==> config.mk <==
export PLATFORM = sky130hd
export DESIGN_NAME = red_pitaya_pulse_gen
export DESIGN_NICKNAME = d
export VERILOG_FILES = /design/src/rtl/red_pitaya_pulse_gen.sv
export SDC_FILE = /design/constraint.sdc
export NUM_CORES = 1
export LEC_CHECK = 0
export ABC_AREA = 1
export CORE_MARGIN = 3
export CORE_UTILIZATION = 45
export DETAILED_ROUTE_END_ITERATION = 10
export DONT_BUFFER_PORTS = 1
export SYNTH_ARGS = -nofsm -noshare
export SYNTH_HDL_FRONTEND = slang
export SYNTH_SLANG_ARGS = --single-unit
export TNS_END_PERCENT = 50
==> constraint.sdc <==
create_clock -name adc_clk_i -period 7.73 [get_ports adc_clk_i]
set_input_delay 0.773 -clock adc_clk_i [delete_from_list [all_inputs] [get_ports adc_clk_i]]
set_output_delay 0.773 -clock adc_clk_i [all_outputs]
set_load 0.01 [all_outputs]
==> src/rtl/red_pitaya_pulse_gen.sv <==
// -----------------------------------------------------------------------------
// red_pitaya_pulse_gen
//
// Purpose
//   Takes the delayed trigger strobe from red_pitaya_delay and emits a
//   programmable pulse train on pulse_o. Width, period and repeat count are
//   latched when a trigger is accepted. Width and period are counted in timing
//   ticks; a tick is one wrap of a DIV-cycle prescaler, which matches the
//   delay stage. Single clock domain (adc_clk_i).
//
// Parameters
//   DIV  clock cycles per timing tick (>= 1; 1 = raw clock cycles)
//   TW   width of the tick-count fields width_i / period_i
//   NW   width of the repeat-count field count_i
//
// Ports
//   adc_clk_i   in   1   clock
//   adc_rstn_i  in   1   synchronous active-low reset
//   arm_i       in   1   level; when high, the next trig_i starts a train
//   trig_i      in   1   single-cycle trigger strobe
//   width_i     in   TW  high time per pulse, ticks
//   period_i    in   TW  pulse start-to-start spacing, ticks
//   count_i     in   NW  pulses per train (0 is treated as 1)
//   abort_i     in   1   single-cycle; stops a running train at the next edge
//   invert_i    in   1   only with PULSE_GEN_INVERT_EN; 1 = idle high, pulse low
//   pulse_o     out  1   registered pulse output
//   busy_o      out  1   train in progress
//   done_o      out  1   single-cycle strobe at train end (normal or abort)
//   miss_o      out  1   single-cycle strobe: trig_i ignored while busy
//
// Configuration
//   PULSE_GEN_INVERT_EN  when defined, adds invert_i. It is latched at
//   acceptance and sets the idle level of pulse_o from then on. pulse_o still
//   resets to 0.
// -----------------------------------------------------------------------------
module red_pitaya_pulse_gen #(
  parameter int DIV = 100,
  parameter int TW  = 32,
  parameter int NW  = 16
) (
  input  logic          adc_clk_i,
  input  logic          adc_rstn_i,
  input  logic          arm_i,
  input  logic          trig_i,
  input  logic [TW-1:0] width_i,
  input  logic [TW-1:0] period_i,
  input  logic [NW-1:0] count_i,
  input  logic          abort_i,
`ifdef PULSE_GEN_INVERT_EN
  input  logic          invert_i,
`endif
  output logic          pulse_o,
  output logic          busy_o,
  output logic          done_o,
  output logic          miss_o
);

  // Prescaler width; DIV=1 still needs a one-bit register that stays at 0.
  localparam int            PW       = (DIV > 1) ? $clog2(DIV) : 1;
  localparam logic [PW-1:0] PRE_LAST = PW'(DIV - 1);

  typedef enum logic [1:0] {
    S_IDLE = 2'd0,
    S_HIGH = 2'd1,
    S_LOW  = 2'd2
  } state_t;

  state_t        r_state;
  logic [PW-1:0] r_pre;       // cycle within the current tick
  logic [TW-1:0] r_tick;      // tick within the current HIGH/LOW phase
  logic [TW-1:0] r_width;     // latched HIGH length, ticks
  logic [TW-1:0] r_low;       // latched LOW length, ticks (>= 1)
  logic [NW-1:0] r_count;     // latched pulse count (>= 1)
  logic [NW-1:0] r_emitted;   // pulses started so far in this train
  logic          r_idle_lvl;  // latched inactive level of pulse_o

  logic          w_inv_in;
  logic          w_accept;
  logic          w_tick;
  logic          w_phase_end;
  logic [TW-1:0] w_phase_len;
  logic [TW-1:0] w_low_in;
  logic [NW-1:0] w_count_in;

`ifdef PULSE_GEN_INVERT_EN
  assign w_inv_in = invert_i;
`else
  assign w_inv_in = 1'b0;
`endif

  // Abort wins over a trigger in the same cycle, so the trigger is dropped.
  assign w_accept = (r_state == S_IDLE) && trig_i && arm_i && !abort_i;

  // Normalise the configuration at latch time. A period no longer than the
  // width still gets one low tick, and a count of zero means one pulse.
  assign w_low_in   = (period_i > width_i) ? (period_i - width_i) : TW'(1);
  assign w_count_in = (count_i == '0) ? NW'(1) : count_i;

  assign w_tick = (r_pre == PRE_LAST);

  // NOTE: every signal assigned in always_comb gets a default first, so no
  // path can leave it unassigned and infer a latch.
  always_comb begin
    w_phase_len = r_low;
    if (r_state == S_HIGH) w_phase_len = r_width;
  end

  // The last cycle of the last tick of the current phase.
  assign w_phase_end = w_tick && (r_tick == (w_phase_len - 1'b1));

  // NOTE: sequential state uses non-blocking assignments only. Every register
  // then samples the pre-edge values, whatever the statement order.
  always_ff @(posedge adc_clk_i) begin
    if (!adc_rstn_i) begin
      r_state    <= S_IDLE;
      r_pre      <= '0;
      r_tick     <= '0;
      r_width    <= '0;
      r_low      <= '0;
      r_count    <= '0;
      r_emitted  <= '0;
      r_idle_lvl <= 1'b0;
      pulse_o    <= 1'b0;
      busy_o     <= 1'b0;
      done_o     <= 1'b0;
      miss_o     <= 1'b0;
    end else begin
      done_o <= 1'b0;
      miss_o <= 1'b0;

      case (r_state)
        S_IDLE: begin
          if (w_accept) begin
            r_idle_lvl <= w_inv_in;
            r_width    <= width_i;
            r_low      <= w_low_in;
            r_count    <= w_count_in;
            r_emitted  <= NW'(1);
            r_pre      <= '0;
            r_tick     <= '0;
            if (width_i == '0) begin
              // Zero width: the train completes at once and emits no pulse.
              pulse_o <= w_inv_in;
              done_o  <= 1'b1;
            end else begin
              r_state <= S_HIGH;
              busy_o  <= 1'b1;
              pulse_o <= ~w_inv_in;
            end
          end
        end

        default: begin
          // busy_o is still high on the edge where the train ends, so a
          // trigger in that cycle counts as missed; no same-cycle retrigger.
          miss_o <= trig_i;

          if (abort_i) begin
            r_state <= S_IDLE;
            busy_o  <= 1'b0;
            done_o  <= 1'b1;
            pulse_o <= r_idle_lvl;
          end else begin
            r_pre <= w_tick ? '0 : (r_pre + 1'b1);
            if (w_tick) r_tick <= w_phase_end ? '0 : (r_tick + 1'b1);

            if (w_phase_end) begin
              if (r_state == S_HIGH) begin
                r_state <= S_LOW;
                pulse_o <= r_idle_lvl;
              end else if (r_emitted == r_count) begin
                // The last pulse keeps its full period before the train ends.
                r_state <= S_IDLE;
                busy_o  <= 1'b0;
                done_o  <= 1'b1;
              end else begin
                // The next pulse starts right after LOW, with no gap cycle.
                r_state   <= S_HIGH;
                pulse_o   <= ~r_idle_lvl;
                r_emitted <= r_emitted + 1'b1;
              end
            end
          end
        end
      endcase
    end
  end

endmodule

==> results of run 1 <==
[flip-flops by register name (all words and copies together), names as in the netlist]
name and flops:
r_emitted 16, r_count 16, r_width 32, pulse_o 1
busy_o 1, r_tick 32, done_o 1, r_low 32
miss_o 1, r_pre 7, r_state 2
[logic make-up after synthesis]
logic type / Yosys count / synth area share (%)
AO/OA/AOI/OAI: 237 / 12.9
XOR/XNOR: 70 / 5.96
adder cells (fa/ha/maj): 37 / 4.58
buffers and inverters: 273 / 10.4
flip-flops: 141 / 27.5
multiplexers: 1 / 0.0974
AND/OR/NAND/NOR: 926 / 38.7
[synthesized netlist by cell type (2+ instances only)]
cell | number | area [um2]
o22ai_1 | 12 | 75.1
nor4_1 | 13 | 81.3
o221ai_1 | 3 | 26.3
buf_2 | 10 | 50.1
a211oi_1 | 3 | 22.5
o211ai_1 | 2 | 15.0
xnor2_1 | 18 | 158
a31oi_1 | 8 | 50.1
inv_2 | 3 | 11.3
clkbuf_1 | 32 | 120
nor2_1 | 190 | 713
nor3b_1 | 2 | 15.0
a21boi_0 | 3 | 22.5
xor2_1 | 52 | 455
a21o_1 | 4 | 30.0
nand3_1 | 134 | 671
o32ai_1 | 8 | 70.1
nor3_1 | 30 | 150
nand2_4 | 3 | 33.8
o21a_1 | 2 | 15.0
buf_4 | 6 | 45.0
nand2_1 | 473 | 1780
ha_1 | 36 | 450
dfxtp_1 | 141 | 2820
nand4_1 | 32 | 200
nor2_2 | 12 | 75.1
inv_1 | 219 | 822
nand2_2 | 3 | 18.8
o21ai_0 | 81 | 405
nand3b_1 | 14 | 105
or2_2 | 17 | 106
a21oi_1 | 99 | 495
o21bai_1 | 4 | 30.0
[placed cells by master (no fill, tap or decap), drive strengths merged, types with 17 or more instances in the layout]
cell type | synthesis | routed
nand4 | 32 | 32
or2 | 17 | 17
dfxtp | 141 | 141
nand2 | 479 | 479
inv | 222 | 232
nand3 | 135 | 135
nor3 | 30 | 30
o21ai | 83 | 83
xor2 | 52 | 52
a21oi | 99 | 99
ha | 36 | 36
nor2 | 202 | 202
xnor2 | 18 | 18
clkbuf | 32 | 17
[metrics by stage]
step | hold slack [ns] | utilization, % | instance area (um2)
6_report | 0.456 | 49.7 | 11000
5_1_grt | 0.460 | 49.7 | 11000
4_1_cts | 0.450 | 49.7 | 11000
3_5_place_dp | 0.449 | 47.1 | 10400
3_3_place_gp | 0.440 | 47.1 | 10400
2_1_floorplan | 0.430 | - | 10300
[area by class of cell]
type	count	area, um2
sequential	141	2820
inverter	223	837
tap	280	350
clock inverter	15	169
timing repair buffer	3	22.5
clock buffer	17	425
multi-input combinational	1271	6390
fill	2400	11100
[power by group through the flow]
| stage | clock network, mW | logic [mW] | registers [mW] |
|---|---|---|---|
| final | 0.833 | 1.48 | 0.798 |
| after global routing | 0.876 | 1.69 | 0.802 |
| after CTS | 0.843 | 1.47 | 0.798 |
| after detailed placement | 0 | 1.47 | 0.814 |
| after global placement | 0 | 1.45 | 0.813 |
| after floorplan | 0 | 1.17 | 0.804 |
[worst max-delay path by stage]
stage / endpoint / slack [ns] / cells past startpoint
after floorplan: r_low[31] / 4.66 / 19
after CTS: r_low[26] / 3.52 / 8
final: r_emitted[0] / 3.54 / 17
after global routing: r_emitted[0] / 3.01 / 17
after global placement: r_low[29] / 3.58 / 20
after detailed placement: r_low[30] / 3.46 / 20
[critical path, stage by stage (launching register included)]
cell and delay (ns):
dfxtp_1 0.36, inv_2 0.45, nand2_4 0.48, o21ai_2 0.32, ha_1 0.26, nand3_1 0.11, nor2_2 0.31, nand3_1 0.22
nor2_2 0.20, nand3_1 0.11, xor2_1 0.15, inv_1 0.06, nor2_1 0.12, nand3_2 0.16, nand2_4 0.22, nand2_2 0.26
o21ai_0 0.23, nor2_1 0.05
[routing by layer]
layer / share of wire [%] / vias to the layer above / GRT usage, %
met1: 51 / 4610 / 37.6
met5: 0 / - / 0
met4: 0.72 / 0 / 3.76
li1: - / 5402 / -
met2: 42 / 288 / 36.1
met3: 6.2 / 13 / 4.70
==> summary.md, run 1 <==
| Metric | Value |
|---|---|
| FF+latch count, synth | 141 |
| Layout Nets | about 1800 |
| Rows | 54 |
| Clk pwr share | around 27% |
| WL/cell | 15.5 um |
| CP Max Fanout | 55 |
| R2r endpoint | r_emitted[0] |
| R2r setup slk | 3.54 ns |
| Initial Util | a little under half |
| Residual DRC count | 0 |
| CTS tree | built |
| Antenna violations before repair | 0 |
| Setup Viol. Count Final | 0 |
| Hold path cells | 2 |
| Share of cells above drive strength 1 | roughly 4.6% |
| Peak supply drop | about 0.13 mV |
| RSZ-0062 raised after global routing | no |
| Antenna Cells | 0 |
| Minimum clock period | ~4.2 ns |
| Cell depth of the worst flop-to-flop path | 17 |
| Tcrit/Tclk final | about 54% |
| Worst-path clk slew | 0.08 ns |
| Area Growth Syn to Fin | 7.22% |
| Reg2Reg Launch Point | r_state[1] |
| Peak Freq | 0.239 GHz |
| WP data arrival | 4.53 ns |
| Crit. End Element | register |
| PwrDens | roughly 280 mW/mm2 |
| Routability cong. | around 0.90 |
| Final count of hold timing violations | 0 |
| Cts hold-fix bufs | 0 |
| Combinational power share | a little under half |
| Post-synth ARST share | 0% |
| Outcome | finished, final reports clean |
| Clk root buf | clkbuf_16 |
| Ys flop type | dfxtp_1 |
| WL final | just over 30000 um |
| Kind of critical path | reg2reg |
| Setup WS post-layout | roughly 3.5 ns |
| ANT nets after route | 0 |
| Sw Share | 47.1% |
| Worst relative slew slack | 33.6% |
| Clk Latency, worst-skew pair | around 0.45 ns |
| Worst hold endpoint | r_width[23] |
| Number of synthesized flops with an enable pin | 0 |
| Overall power | around 3.1 mW |
| Netlist cell types | 49 |
| Grt total ovfl | 0 |
| Final Max Slew Viols | 0 |
| Global-route wire length before repair | roughly 49000 um |
| Total GRT Usage | 24.5% |
| Die Footprint | about 0.025 mm2 |
| Die W | between 150 and 200 um |
| Clk_skew | between 0.02 and 0.025 ns |
| Max-cap check violation count | 0 |
| Syn nets | around 1800 |
| P_sw | 1.47 mW |
| CTS Buffer Depth | 2 |
| Vias in the first global route | approximately 9400 |
| Largest net degree at the start of global routing | between 70 and 80 |
| Post-DP HPWL | ~23000 um |
| Post-CTS Setup Bufs | 0 |
| Req. time, crit path | just over 8 ns |
| CP startpoint | r_state[1] |
| CORE AREA | 0.0222 mm2 |
| TritonCTS Sinks | roughly 140 |
| Min-Delay Startpoint | r_width[23] |
| Chip height | 157 um |
| Post-Syn Area | just over 0.01 mm2 |
| P_leak | slightly below 5 nW |
| Dpl cells | ~1900 |
| I/O pins | just under 90 |
| First-pass DRT Iterations | 5 |
| Iter 0 DRT Violations | 805 |
| Internal power | between 1.5 and 2 mW |
| Setup tns final | 0 ns |
| Inserted Clock Buffers | 17 |
| Warnings from Yosys | 0 |
| Type of the worst min-delay path | reg2reg |
| Register area share after synthesis | between 20% and 30% |
| Via count | around 10000 |
| Post-CTS sizing | 0 |
| Final Non-Filler Cells | just under 2000 |
| Measured slew at the worst slew-check pin | about 1 ns |
| Input/output buffers | 0 |
| Cells after Synth | between 1500 and 2000 |
| Startpoint types | register |
| Vias/cell | 5.29 |
| Worst slack at placement | around 3.5 ns |
| H-tree depth | 4 |
| Seq pwr share | about a quarter |
| Avg Synthesized Cell Area | approximately 6.1 um2 |
Power figures use the tool's default switching activity.
==> run 2, diff against run 1 <==
clock period = 4 ns   (was 7.73 ns; I/O delays follow)
==> summary.md, run 2 (synthesis gave the netlist of run 1 again) <==
| Metric | Value |
|---|---|
| Tcrit/Tclk final | 89.4% (+35 points) |
| CP Max Fanout | 40 (-27%) |
| Post-CTS Setup Bufs | 0 (unchanged) |
| Startpoint types | register |
| Total GRT Usage | 24.2% (-0.32 points) |
| Via count | 10400 (+0.37%) |
| Minimum clock period | 3.58 ns (-0.613 ns) |
| WL/cell | 15.4 um (-0.17%) |
| Req. time, crit path | 4.34 ns (-3.73 ns) |
| Residual DRC count | 0 (unchanged) |
| I/O pins | 89 (unchanged) |
| Setup Viol. Count Final | 0 (unchanged) |
| Share of cells above drive strength 1 | 5.01% (+0.40 points) |
| Global-route wire length before repair | 47900 um (-1.4%) |
| Final count of hold timing violations | 0 (unchanged) |
| ANT nets after route | 0 (unchanged) |
| Clk root buf | clkbuf_16 |
| Iter 0 DRT Violations | 752 (-6.6%) |
| PwrDens | 543 mW/mm2 (+92%) |
| Die Footprint | 0.0247 mm2 (unchanged) |
| Largest registers | r_low (32), r_tick (32), r_width (32) |
| Layout Nets | 1786 (+0.39%) |
| Type of the worst min-delay path | in2reg |
| Routability cong. | 0.881 (-2.3%) |
| Overall power | 6.02 mW (+93%) |
| Antenna violations before repair | 0 (unchanged) |
| Post-DP HPWL | 23400 um (+0.38%) |
| P_leak | 4.98 nW (+0.65%) |
| Commonest non-fill, non-tap cell in the layout | nand2_1 |
| Rows | 54 (unchanged) |
| First-pass DRT Iterations | 5 (unchanged) |
| Worst-path clk slew | 0.08 ns (about the same) |
| Initial Util | 46.4% (unchanged) |
| Input/output buffers | 0 (unchanged) |
| Clk Latency, worst-skew pair | 0.44 ns (about the same) |
| Worst relative slew slack | 31.0% (-2.6 points) |
| Largest net degree at the start of global routing | 79 (unchanged) |
| Worst hold slack | 0.0919 ns (-0.364 ns) |
| Setup tns final | 0 ns (unchanged) |
| Outcome | finished, final reports clean |
| Chip height | 157 um (unchanged) |
| Inserted Clock Buffers | 17 (unchanged) |
| RSZ-0062 raised after global routing | no |
| Antenna Cells | 0 (unchanged) |
| Final Max Slew Viols | 0 (unchanged) |
| Peak Freq | 0.280 GHz (+17%) |
| Vias/cell | 5.29 (about the same) |
| Clk_skew | 0.0148 ns (-0.00758 ns) |
| Cts hold-fix bufs | 0 (unchanged) |
| Vias in the first global route | 9299 (-0.68%) |
| Peak supply drop | 0.269 mV (+110%) |
| Kind of critical path | reg2reg |
| CORE AREA | 0.0222 mm2 (unchanged) |
| Area Growth Syn to Fin | 7.69% |
| Die W | 157 um (unchanged) |
| Max-cap check violation count | 0 (unchanged) |
| CTS tree | built |
| TritonCTS Sinks | 141 (unchanged) |
| CTS Buffer Depth | 2 (unchanged) |
| Grt total ovfl | 0 (unchanged) |
| Crit. End Element | register |
| WP data arrival | 3.92 ns (-0.61 ns) |
| Commonest non-fill, non-tap cells in the layout | nand2_1, inv_1, nor2_1 |
| WL final | 30200 um (+0.19%) |
| Measured slew at the worst slew-check pin | 1.03 ns (+0.0385 ns) |
| H-tree depth | 4 (unchanged) |
| Post-CTS sizing | 0 (unchanged) |
-- run 2: changes by cell type in the layout (fill, tap and decap cells not counted) --
cell / delta
clkinv_2: +1
clkinv_4: -1
buf_4: +7
-- run 2: per-layer routing --
layer,part of all wire (%),vias up,track usage [%],routed length [um]
li1,-,5427,-,-
met5,0,-,0,0
met3,6.4,20,4.76,1950
met1,52,4622,37.5,15800
met4,0.73,0,4.50,222
met2,40,282,34.7,12200
-- run 2: critical path, stage by stage (launching register included) --
cell	delay, ns
dfxtp_1	0.44
inv_2	0.12
nand2_4	0.16
buf_4	0.39
nand2_1	0.09
nand2_1	0.14
nand2_1	0.11
nor2_1	0.30
nand2_1	0.12
nor2_1	0.14
nand3_1	0.09
nand2_1	0.09
inv_1	0.04
nor2_1	0.07
nand2_1	0.06
nor2_1	0.14
nand3_2	0.17
nand2_4	0.23
nand2_2	0.25
o21ai_0	0.24
nor2_1	0.05
-- run 2: worst paths after layout --
| kind | slack (ns) | end | startpoint | cells after the start |
|---|---|---|---|---|
| hold / removal | 0.09 | r_count[1] | count_i[1] | 2 |
| setup reg to reg | 0.42 | r_emitted[0] | r_state[1] | 20 |
| setup / recovery | 0.42 | r_emitted[0] | r_state[1] | 20 |
| hold reg to reg | 0.46 | r_width[15] | r_width[15] | 2 |
-- run 2: final cells by class --
| cell class | count | area [um2] |
|---|---|---|
| Clock inverter | 15 | 165 |
| Clock buffer | 17 | 425 |
| Timing Repair Buffer | 10 | 75.1 |
| Inverter | 223 | 837 |
| Tap cell | 280 | 350 |
| Multi-Input combinational cell | 1271 | 6390 |
| Fill cell | 2386 | 11100 |
| Sequential cell | 141 | 2820 |
-- run 2: where the power goes --
part           internal, mW  leakage [nW]  switching (mW)  total [mW]
logic                 0.872          3.55            1.98        2.85
clock network         0.841         0.293           0.766        1.61
registers              1.48          1.14          0.0709        1.55
total                  3.20          4.98            2.82        6.02
-- run 2: per-stage QoR --
| stage | setup slack (ns) | util (%) | cell area [um2] | std cells |
|---|---|---|---|---|
| final | 0.425 | 50.0 | 11100 | 1957 |
| after global routing | 0.0376 | 50.0 | 11100 | 1957 |
| after CTS | 0.434 | 50.0 | 11100 | 1957 |
| after detailed placement | 0.483 | 47.3 | 10500 | 1925 |
| after global placement | 0.552 | 47.3 | 10500 | 1925 |
| after floorplan | 1.19 | - | 10300 | 1685 |
==> run 3, diff against run 2 <==
==> constraint.sdc (replaced) <==
create_clock -name adc_clk_i -period 4 [get_ports adc_clk_i]
set_input_delay 0.8 -clock adc_clk_i [delete_from_list [all_inputs] [get_ports adc_clk_i]]
set_output_delay 0.8 -clock adc_clk_i [all_outputs]
set_load 0.01 [all_outputs]
==> summary.md, run 3 (synthesis gave the netlist of run 1 again) <==
| Metric | Value |
|---|---|
| Largest registers | r_low (32), r_tick (32), r_width (32) |
| Setup tns final | 0 ns (unchanged) |
| Reg2Reg Launch Point | r_state[1] |
| R2r setup slk | 0.42 ns (about the same) |
| Peak supply drop | 0.252 mV (-6.2%) |
| TritonCTS Sinks | 141 (unchanged) |
| Crit path capture | r_emitted[0] |
| Clk Latency, worst-skew pair | 0.44 ns (about the same) |
| Worst-path clk slew | 0.07 ns (about the same) |
| Req. time, crit path | 4.34 ns (about the same) |
| Commonest non-fill, non-tap cells in the layout | nand2_1, inv_1, nor2_1 |
| Total GRT Usage | 24.9% (+0.74 points) |
| Peak Freq | 0.280 GHz (about the same) |
| Tcrit/Tclk final | 89.4% (about the same) |
| Crit-path max cell delay | 0.37 ns (-0.07 ns) |
| Register Area | 0.00282 mm2 (unchanged) |
| Clk_skew | 0.0140 ns (-0.000807 ns) |
| WL final | 30400 um (+0.60%) |
| Layout Nets | 1789 (+0.17%) |
| Inserted Clock Buffers | 17 (unchanged) |
| Startpoint types | register |
| Largest net degree at the start of global routing | 79 (unchanged) |
| CP Max Fanout | 32 (-20%) |
| Antenna Cells | 0 (unchanged) |
| R2r endpoint | r_emitted[0] |
| Antenna violations before repair | 0 (unchanged) |
| Crit path cell chain | inv_2 > buf_4 > nand3b_1 > nand2_1 > ha_1 > nand3_1 > nor2_2 > nand3_1 > nor2_2 > nand2_1 > nand2_1 > nand2_1 > nor2_1 > nand2_1 > nor2_1 > nand3_2 > nand2_4 > nand2_2 > o21ai_0 > nor2_1 |
| Type of the worst min-delay path | reg2reg |
| First-pass DRT Iterations | 6 (+1) |
| Cts hold-fix bufs | 0 (unchanged) |
| Vias/cell | 5.34 (+1.1%) |
| WL/cell | 15.5 um (+0.44%) |
| Clk root buf | clkbuf_16 |
| Setup WS post-layout | 0.424 ns (-0.000680 ns) |
| H-tree depth | 4 (unchanged) |
| Final count of hold timing violations | 0 (unchanged) |
| CTS tree | built |
| Area of the multi-input gates | 0.00639 mm2 (unchanged) |
| Input/output buffers | 0 (unchanged) |
| Global-route wire length before repair | 49400 um (+3.3%) |
| Overall power | 6.12 mW (+1.7%) |
| Cell depth of the worst flop-to-flop path | 20 (unchanged) |
| Rows | 54 (unchanged) |
| I/O pins | 89 (unchanged) |
| Kind of critical path | reg2reg |
| RSZ-0062 raised after global routing | no |
| Worst hold slack | 0.456 ns (+0.364 ns) |
| Area Growth Syn to Fin | 8.19% |
| Most frequent cell on the critical path | nand2_1 |
| Post-DP HPWL | 23600 um (+0.71%) |
| Commonest non-fill, non-tap cell in the layout | nand2_1 |
| Crit. End Element | register |
| Number of fill cells in the layout | 2357 (-1.2%) |
| Chip height | 157 um (unchanged) |
| Grt total ovfl | 0 (unchanged) |
| Routability cong. | 0.915 (+3.9%) |
| Max-cap check violation count | 0 (unchanged) |
| Measured slew at the worst slew-check pin | 1.05 ns (+0.0200 ns) |
| Die W | 157 um (unchanged) |
| Minimum clock period | 3.58 ns (+0.000680 ns) |
| ANT nets after route | 0 (unchanged) |
| Outcome | finished, final reports clean |
| PwrDens | 550 mW/mm2 (+1.2%) |
| Via count | 10500 (+1.2%) |
| Vias in the first global route | 9525 (+2.4%) |
| CTS Buffer Depth | 2 (unchanged) |
| Share of cells above drive strength 1 | 5.18% (+0.17 points) |
| Die Footprint | 0.0247 mm2 (unchanged) |
| Iter 0 DRT Violations | 834 (+11%) |
| Setup Viol. Count Final | 0 (unchanged) |
| CP startpoint | r_state[1] |
| CORE AREA | 0.0222 mm2 (unchanged) |
| WP data arrival | 3.92 ns (about the same) |
| Worst relative slew slack | 29.7% (-1.3 points) |
| Final Max Slew Viols | 0 (unchanged) |
| P_leak | 5.01 nW (+0.59%) |
| Initial Util | 46.4% (unchanged) |
| Residual DRC count | 0 (unchanged) |
| Critical-path top delay cell | dfxtp_1 |
| Worst slack at placement | 0.422 ns (-0.0607 ns) |
==> run 3: worst max-delay path, delay by kind of cell, from the launching register on <==
family	cells	cell delay, ns
AOI/OAI and AO/OA	1	0.25
adders and majority gates	1	0.23
buffers and inverters	2	0.41
DFF	1	0.37
and+or+nand+nor	16	2.21
==> run 3: cell type report <==
cell class	instances	share of cell area (%)
inverters	223	7.53
multi-input cells	1271	57.5
clock buffers	17	3.82
well taps	280	3.15
repair buffers	13	0.911
clock inverters	15	1.71
flip-flops and latches	141	25.4
==> run 3: timing repair <==
action | in CTS | in global routing
gates resized for setup | 0 | 1
setup endpoints to repair | 0 | 14
buffers inserted | 0 | 0
hold endpoints to repair | 0 | 0
==> run 3: worst min-delay path by stage <==
stage           startpoint     endpoint  slack (ns)  depth (start not counted)
3_3_place_gp   r_width[16]  r_width[16]        0.44                          2
5_1_grt        r_width[16]  r_width[16]        0.47                          2
4_1_cts        r_width[17]  r_width[17]        0.46                          2
3_5_place_dp   r_width[17]  r_width[17]        0.45                          2
2_1_floorplan  r_width[23]  r_width[23]        0.43                          2
6_report       r_width[16]  r_width[16]        0.46                          2
==> run 3: through the flow <==
stage | std cells | utilization [%] | area [um2]
after detailed placement | 1928 | 47.4 | 10500
after global routing | 1960 | 50.2 | 11100
after global placement | 1928 | 47.4 | 10500
after CTS | 1960 | 50.2 | 11100
after floorplan | 1685 | - | 10300
final | 1960 | 50.2 | 11100
==> run 3: metal layers <==
metal  vias to the layer above  track usage, %  part of all wire [%]  wire (um)
met5                         -               0                     0          0
met4                         0            5.45                   1.7        510
met1                      4701            38.7                    52      15700
li1                       5417               -                     -          -
met2                       322            35.8                    40      12200
met3                        36            4.32                   6.4       1950
==> run 3: report_power, final <==
group / internal, mW / switching (mW) / total [mW]
logic: 0.889 / 1.98 / 2.87
registers: 1.48 / 0.0685 / 1.55
clock network: 0.956 / 0.741 / 1.70
